`config.mk`:
```
export PLATFORM = sky130hd
export DESIGN_NAME = min_max_tracker
export DESIGN_NICKNAME = d
export VERILOG_FILES = /design/src/rtl/min_max_tracker.sv
export SDC_FILE = /design/constraint.sdc
export NUM_CORES = 1
export LEC_CHECK = 0
export ABC_AREA = 1
export ABC_CLOCK_PERIOD_IN_PS = 4250
export BUFFER_PORTS_ARGS = -buffer_cell sky130_fd_sc_hd__buf_2
export CORE_MARGIN = 10
export CORE_UTILIZATION = 55
export CTS_CLUSTER_SIZE = 28
export DETAILED_ROUTE_END_ITERATION = 12
export PLACE_DENSITY = 0.84
export SYNTH_ARGS = -nofsm -noshare
export SYNTH_HDL_FRONTEND = slang
export SYNTH_SLANG_ARGS = --single-unit
```
`constraint.sdc`:
```
create_clock -name Clk -period 4.25 [get_ports Clk]
set_input_delay 0.2125 -clock Clk [delete_from_list [all_inputs] [get_ports Clk]]
set_output_delay 0.2125 -clock Clk [all_outputs]
set_load 0.1 [all_outputs]
```
`src/rtl/min_max_tracker.sv`:
```
// Per-frame unsigned min/max/count tracker over valid/ready; result one cycle after the last sample.
// Holds the result until out_ready, refusing new samples meanwhile (one bubble per frame at best).
module min_max_tracker #(
    parameter int WIDTH     = 8,
    parameter int CNT_WIDTH = 8
) (
    input  logic                 Clk,
    input  logic                 Rst_n,
    input  logic                 in_valid,
    output logic                 in_ready,
    input  logic [WIDTH-1:0]     in_data,
    input  logic                 in_last,
    output logic                 out_valid,
    input  logic                 out_ready,
    output logic [WIDTH-1:0]     out_min,
    output logic [WIDTH-1:0]     out_max,
    output logic [CNT_WIDTH-1:0] out_count,
    output logic                 out_sat
);

    localparam logic [1:0] IDLE = 2'd0;
    localparam logic [1:0] ACC  = 2'd1;
    localparam logic [1:0] HOLD = 2'd2;

    logic [1:0] state;
    logic       in_fire;
    logic       out_fire;
    logic       cnt_full;

    assign in_ready  = (state != HOLD);
    assign out_valid = (state == HOLD);
    assign in_fire   = in_valid && in_ready;
    assign out_fire  = out_valid && out_ready;
    assign cnt_full  = (out_count == {CNT_WIDTH{1'b1}});

    always_ff @(posedge Clk or negedge Rst_n) begin
        if (!Rst_n) begin
            state     <= IDLE;
            out_min   <= '0;
            out_max   <= '0;
            out_count <= '0;
            out_sat   <= 1'b0;
        end else begin
            case (state)
                IDLE: begin
                    if (in_fire) begin
                        out_min   <= in_data;
                        out_max   <= in_data;
                        out_count <= CNT_WIDTH'(1);
                        out_sat   <= 1'b0;
                        state     <= in_last ? HOLD : ACC;
                    end
                end
                ACC: begin
                    if (in_fire) begin
                        if (in_data < out_min) out_min <= in_data;
                        if (in_data > out_max) out_max <= in_data;
                        // Counter pins at all-ones; sat remembers the overflow until the next frame.
                        if (cnt_full) out_sat <= 1'b1;
                        else          out_count <= out_count + CNT_WIDTH'(1);
                        if (in_last) state <= HOLD;
                    end
                end
                HOLD: begin
                    if (out_fire) state <= IDLE;
                end
                default: state <= IDLE;
            endcase
        end
    end

endmodule

```
==> reports/metrics.yaml, run 1 <==
drtIter0Drc: 81
hp-start: "out_ready"
syn_inst: 215
die_x_um: 75.0
multi_input_area_um2: 847
yosysSeqAreaShare_pct: 40.5
via_per_inst: 5.33
cap_viol_max_count: 0
fin_ws_ns: 2.35
synth_area_leaders: "dfrtp_1 41%, nand2_1 15%, ha_1 12%, inv_1 7.0%, nand3_1 6.9%"
maxUsedRoutingLayer: "met4"
period_needed_ns: 1.90
first_pass_iters: 4
synth_seq_cells: 27
tightest_slew_ns: 0.612
finClkSkew_ns: 0.0141
wl_met3_um: 253
initial_core_util_pct: 58.9
timing.final.crit_share_pct: 44.6
die_h_um: 75.0
synth_area_mm2: 0.00167
layout_common_cells: "68 x nand2_1, 39 x buf_2, 31 x inv_1"
cp_slowest_cell: "dfrtp_1"
grt.overflow.total: 0
core_area_mm2: 0.00283
placementRows: 19
status: "completed"
synthFlopType: "dfrtp_1"
synth_nets: 244
dp_hpwl_um: 2980
crit_start: "out_max[7]$_DFFE_PN0P_"
finalNonFillerCells: 288
layout-drive-gt1-share_pct: 20.6
wirelength_um: 3780
io_buffer_count: 39
area_growth_pct: 15.5
cp.required_ns: 4.49
root_buffer: "clkbuf_4"
ys_types: 26
dieArea_mm2: 0.00563
setup_viol: 0
clkSinkCount: 27
hold_path.class: "primary input to flop"
fin_setup_tns_ns: 0
cts_buffers: 3
wire_per_inst_um: 13.1
placed_cells: 283
grt_max_degree: 28
fmax_mhz: 527
nets: 287
antenna_found_initial: 0
io_pins: 40
crit_top_cell: "nand2_1"
antenna_left: 0
crit_path_max_fanout: 9
diodes: 0
dr_total_vias: 1534
hold_violations: 0
clk_pin_slew_ns: 0.16
async_flop_share_pct: 100
r2r_start: "out_max[7]$_DFFE_PN0P_"
place.gp.congestion: 0.841
grt_pass1_wl_um: 6480
htree_levels: 1
drv_slew: 0
final.fill_count: 246
clock_path_buffers: 2
seq_area_um2: 676
start_kind: "flop"
yosys.area.top_type: "dfrtp_1"
grt_usage_pct: 14.4
relSlewSlack_pct: 59.2
arrival_ns: 2.14
crit_type: "flop to flop"
synth_top_area_share_pct: 40.5
drt_drc_violations_left: 0
crit_chain: "inv_1, ha_1, nand2_1, nor2_1, nand2_1, nand2_1, nand2_1, nand2_1, nand2_1, nand2_1, nand2_1"
pre_cts_slack_ns: 2.39
cp_top_family: "simple AND/OR/NAND/NOR gates"
synth_edf_count: 0
critPathCaptureType: "flop"
cts_tree: "done"
clk_latency_ns: 0.34
grt_pass1_vias: 1431
final_common_cell: "nand2_1"
cpPeakStageDelay_ns: 0.39
wl_met1_um: 1620
synth_area_per_cell_um2: 7.75
yosys_warnings: 0
crit_buf_inv: 1
wl_met2_um: 1840
rsz0062_at_grt: "false"
-- metal layers --
metal,up-vias,global-route usage (%)
li1,781,-
met1,716,17.7
met2,32,24.0
met3,5,3.02
met4,0,6.09
met5,-,0
-- kinds of logic after synthesis --
logic type      Yosys count  synth area share (%)
fa+ha+maj                16                  12.0
flops                    27                  40.5
compound gates           25                  8.26
simple gates            111                  30.0
xor+xnor                  1                 0.526
buf+inv                  35                  8.63
-- through the flow --
| step | utilization, % | cell area, um2 | hold WS (ns) |
|---|---|---|---|
| floorplan | - | 1670 | -0.0831 |
| global placement | 66.6 | 1880 | 0.256 |
| detailed placement | 66.6 | 1880 | 0.260 |
| CTS | 68.0 | 1920 | 0.0456 |
| global route | 68.0 | 1920 | 0.0534 |
| finish | 68.0 | 1920 | 0.0526 |
-- final timing paths --
| kind | end | slack [ns] | cells past startpoint |
|---|---|---|---|
| max | out_max[3]$_DFFE_PN0P_ | 2.35 | 11 |
| min | state[1]$_DFFE_PN0P_ | 0.05 | 2 |
| max reg2reg | out_max[3]$_DFFE_PN0P_ | 2.35 | 11 |
| min reg2reg | out_sat$_DFFE_PN0P_ | 0.51 | 2 |
| max in group asynchronous | state[1]$_DFFE_PN0P_ | 3.45 | 2 |
| min in group asynchronous | out_min[0]$_DFFE_PN0P_ | 0.39 | 2 |
-- registers in the layout, summed over array words and instances, names as in the netlist --
| register | cells |
|---|---|
| out_min | 8 |
| out_sat | 1 |
| out_max | 8 |
| state | 2 |
| out_count | 8 |
-- cells in the mapped netlist, types with 4 or more instances --
| master | number |
|---|---|
| nand2_1 | 68 |
| inv_1 | 31 |
| dfrtp_1 | 27 |
| nand3_1 | 23 |
| ha_1 | 16 |
| o21ai_0 | 9 |
| nor2_1 | 7 |
| o21ai_1 | 6 |
| a21oi_1 | 5 |
| nand4_1 | 4 |
-- worst reg2reg max path: stages (launching register included) --
cell     delay (ns)
dfrtp_1        0.39
inv_1          0.05
ha_1           0.28
nand2_1        0.07
nor2_1         0.18
nand2_1        0.08
nand2_1        0.05
nand2_1        0.04
nand2_1        0.22
nand2_1        0.26
nand2_1        0.12
nand2_1        0.05
-- layout make-up --
| type | instances | area share [%] |
|---|---|---|
| Multi-Input combinational cell | 153 | 44.0 |
| Sequential cell | 27 | 35.1 |
| Timing Repair Buffer | 41 | 11.1 |
| Inverter | 32 | 6.24 |
| Tap cell | 31 | 2.02 |
| Clock buffer | 3 | 1.17 |
| Clock inverter | 1 | 0.390 |
-- timing repair --
action | in CTS | in global routing
endpoints found under the hold margin | 27 | 0
hold buffers | 1 | 0
resized for setup | 0 | 0
setup buffers | 0 | 0
endpoints found under the setup margin | 0 | 0
Power of run 1 is not shown: default switching activity piles up to over one toggle a cycle in this logic, so the estimate is an artifact.
==> run 2: changes to the inputs <==
==> config.mk (replaced) <==
export PLATFORM = sky130hd
export DESIGN_NAME = min_max_tracker
export DESIGN_NICKNAME = d
export VERILOG_FILES = /design/src/rtl/min_max_tracker.sv
export SDC_FILE = /design/constraint.sdc
export NUM_CORES = 1
export LEC_CHECK = 0
export ABC_AREA = 0
export ABC_CLOCK_PERIOD_IN_PS = 1950
export BUFFER_PORTS_ARGS = -buffer_cell sky130_fd_sc_hd__buf_2
export CORE_MARGIN = 10
export CORE_UTILIZATION = 54
export CTS_CLUSTER_SIZE = 28
export DETAILED_ROUTE_END_ITERATION = 12
export PLACE_DENSITY = 0.82
export SYNTH_ARGS = -nofsm -noshare
export SYNTH_HDL_FRONTEND = slang
export SYNTH_SLANG_ARGS = --single-unit
==> constraint.sdc (replaced) <==
create_clock -name Clk -period 1.95 [get_ports Clk]
set_input_delay 0.0975 -clock Clk [delete_from_list [all_inputs] [get_ports Clk]]
set_output_delay 0.0975 -clock Clk [all_outputs]
set_load 0.1 [all_outputs]
==> run 2 against run 1 <==
Critical path depth shrank 3. Cell count shrank 3.8%. Die area grew 6.9%. Via count grew 3.7%. Utilization grew 6.9 points. Worst hold slack lost 0.052 ns. Non-clock buffer count grew 12. Area after synthesis grew 7.4%. Critical path type unchanged.
==> reports/metrics.yaml, run 2 <==
status: "completed"
synth_commonest_cells: "27 x dfrtp_1, 24 x inv_1, 20 x nand2_1, 16 x ha_1, 11 x nand3_1"
tightest_slew_ns: 0.619
clk_pin_slew_ns: 0.16
finClkSkew_ns: 0.00795
combinationalPowerShare_pct: 67.9
crit_start: "out_max[3]$_DFFE_PN0P_"
layout-drive-gt1-share_pct: 50.6
arrival_ns: 2.15
diodes: 0
pwr_density_cell_mw_per_mm2: 1720
r2r_start: "out_max[3]$_DFFE_PN0P_"
drtIter0Drc: 183
yosys.area.top_type: "dfrtp_1"
synthFlopType: "dfrtp_1"
crit_type: "flop to flop"
pre_cts_slack_ns: 0.0290
seq_power_share_pct: 25.5
root_buffer: "clkbuf_4"
synth_area_per_cell_um2: 9.89
first_pass_iters: 4
synth_most_common_cell: "dfrtp_1"
crit_buf_inv: 3
start_kind: "flop"
wire_per_inst_um: 17.1
cts_buffers: 3
placementRows: 20
crit_path_max_fanout: 10
period_needed_ns: 1.87
rrSetupSlack_ns: 0.08
dp_hpwl_um: 3550
grt_usage_pct: 14.5
rsz0062_at_grt: "false"
grt_pass1_wl_um: 7380
setup_viol: 0
dr_total_vias: 1591
syn_inst: 181
cap_viol_max_count: 0
cp_top_family: "flip-flops"
cp.required_ns: 2.23
nets: 263
antenna_found_initial: 0
hold_path.class: "primary input to flop"
die_x_um: 77.6
reg2reg_depth: 8
p_clk_share_pct: 6.6
initial_core_util_pct: 57.7
r2r_end: "out_max[7]$_DFFE_PN0P_"
ys_types: 45
final.fill_count: 230
synth_edf_count: 0
async_flop_share_pct: 100
final_common_cell: "buf_2"
clock_path_buffers: 2
p_int_mw: 1.55
reg.largest.list: "out_count (8), out_max (8), out_min (8)"
timing.final.crit_share_pct: 95.7
clk_latency_ns: 0.34
cellLeakagePower_nw: 1.03
critPathCaptureType: "flop"
multi_input_area_mm2: 0.00109
endpoint: "out_max[7]$_DFFE_PN0P_"
die_h_um: 77.6
grt_max_degree: 28
antenna_left: 0
core_area_mm2: 0.00310
wirelength_um: 4740
synth_seq_cells: 27
synth_area_mm2: 0.00179
seq_area_um2: 734
crit_chain: "inv_1, ha_4, a21o_1, a211oi_4, buf_12, buf_4, nand4_1, nand3_1"
drt_drc_violations_left: 0
yosys_warnings: 0
io_pins: 40
p_sw_share_pct: 61.3
grt.overflow.total: 0
synth_top_area_share_pct: 37.7
clkSinkCount: 27
relSlewSlack_pct: 58.7
path_depth: 8
cts_tree: "done"
dieArea_mm2: 0.00602
hold_depth: 4
fin_ws_ns: 0.0829
htree_levels: 1
fmax_mhz: 536
place.gp.congestion: 0.863
cp_slowest_cell: "dfrtp_4"
area_growth_pct: 29.9
yosysSeqAreaShare_pct: 37.7
switchingPower_mw: 2.45
final_core_utilization_pct: 75.0
io_buffer_count: 39
cpPeakStageDelay_ns: 0.51
hold_violations: 0
via_per_inst: 5.74
layout_common_cells: "39 x buf_2, 19 x nand2_1, 13 x inv_1, 13 x dfrtp_4"
drv_slew: 0
synth_area_leaders: "dfrtp_1 38%, ha_1 11%, inv_1 5.0%, nand2_1 4.2%, mux2i_1 3.9%"
grt_pass1_vias: 1552
synth_nets: 210
max-vdd-ir-drop_v: 0.00119
## run 2: power by group through the flow
stage                     sequential [mW]  clock, mW  combinational (mW)
after floorplan                      2.31          0               0.861
after global placement               1.01          0                2.54
after detailed placement             1.03          0                2.60
after CTS                            1.02      0.261                2.61
after global routing                 1.04      0.288                2.88
final                                1.02      0.262                2.71
## run 2: worst reg2reg max path: cells and delay by family, from the launching register on
kind	cells	cell delay, ns
and+or+nand+nor	2	0.21
AOI/OAI and AO/OA	2	0.50
adders and majority gates	1	0.22
DFF	1	0.51
buffers and inverters	3	0.37
## run 2: area by class of cell
type / count / share of cell area (%)
multi-input cells: 124 / 46.8
clock inverters: 1 / 0.323
inverters: 25 / 4.30
flip-flops and latches: 27 / 31.6
repair buffers: 53 / 13.7
clock buffers: 3 / 0.968
well taps: 44 / 2.37
## run 2: worst min path at each step
| stage | start | end | slack, ns |
|---|---|---|---|
| 2_1_floorplan | Rst_n | out_count[0]$_DFFE_PN0P_ | -0.20 |
| 3_3_place_gp | Rst_n | out_min[5]$_DFFE_PN0P_ | 0.14 |
| 5_1_grt | in_last | state[1]$_DFFE_PN0P_ | 0.02 |
| 3_5_place_dp | Rst_n | out_min[7]$_DFFE_PN0P_ | 0.14 |
| 4_1_cts | in_last | state[0]$_DFFE_PN0P_ | 0.009 |
| 6_report | in_last | state[0]$_DFFE_PN0P_ | 0.0006 |
## run 2: stage by stage
| step | instance area [um2] | TNS [ns] | power (mW) | hold slack, ns | cells |
|---|---|---|---|---|---|
| global placement | 2200 | 0 | 3.55 | 0.137 | 265 |
| detailed placement | 2200 | 0 | 3.63 | 0.144 | 265 |
| finish | 2330 | 0 | 3.99 | 0.000649 | 277 |
| global route | 2330 | 0 | 4.21 | 0.0180 | 277 |
| floorplan | 1960 | -0.119 | 3.17 | -0.198 | 181 |
| CTS | 2250 | 0 | 3.88 | 0.00858 | 271 |
## run 2: cells by family after synthesis
| logic type | count (synthesis) | synth area share, % |
|---|---|---|
| buf+inv | 31 | 8.59 |
| compound gates | 43 | 21.5 |
| mux | 8 | 4.54 |
| fa+ha+maj | 16 | 11.2 |
| simple gates | 56 | 16.5 |
| flops | 27 | 37.7 |
## run 2: timing repair
action / 4_1_cts / 5_1_grt
gates resized for setup: 0 / 1
hold buffers: 2 / 0
hold endpoints to repair: 28 / 0
endpoints found under the setup margin: 0 / 8
buffers inserted: 0 / 5
## run 2: metal layers
metal	GRT usage, %	up-vias	part of all wire (%)
met3	3.46	7	6.6
met5	0	-	0
met2	23.6	52	47
met4	3.28	0	1.2
met1	19.0	755	45
li1	-	777	-
Note: power is estimated with default switching activity, not from simulation.
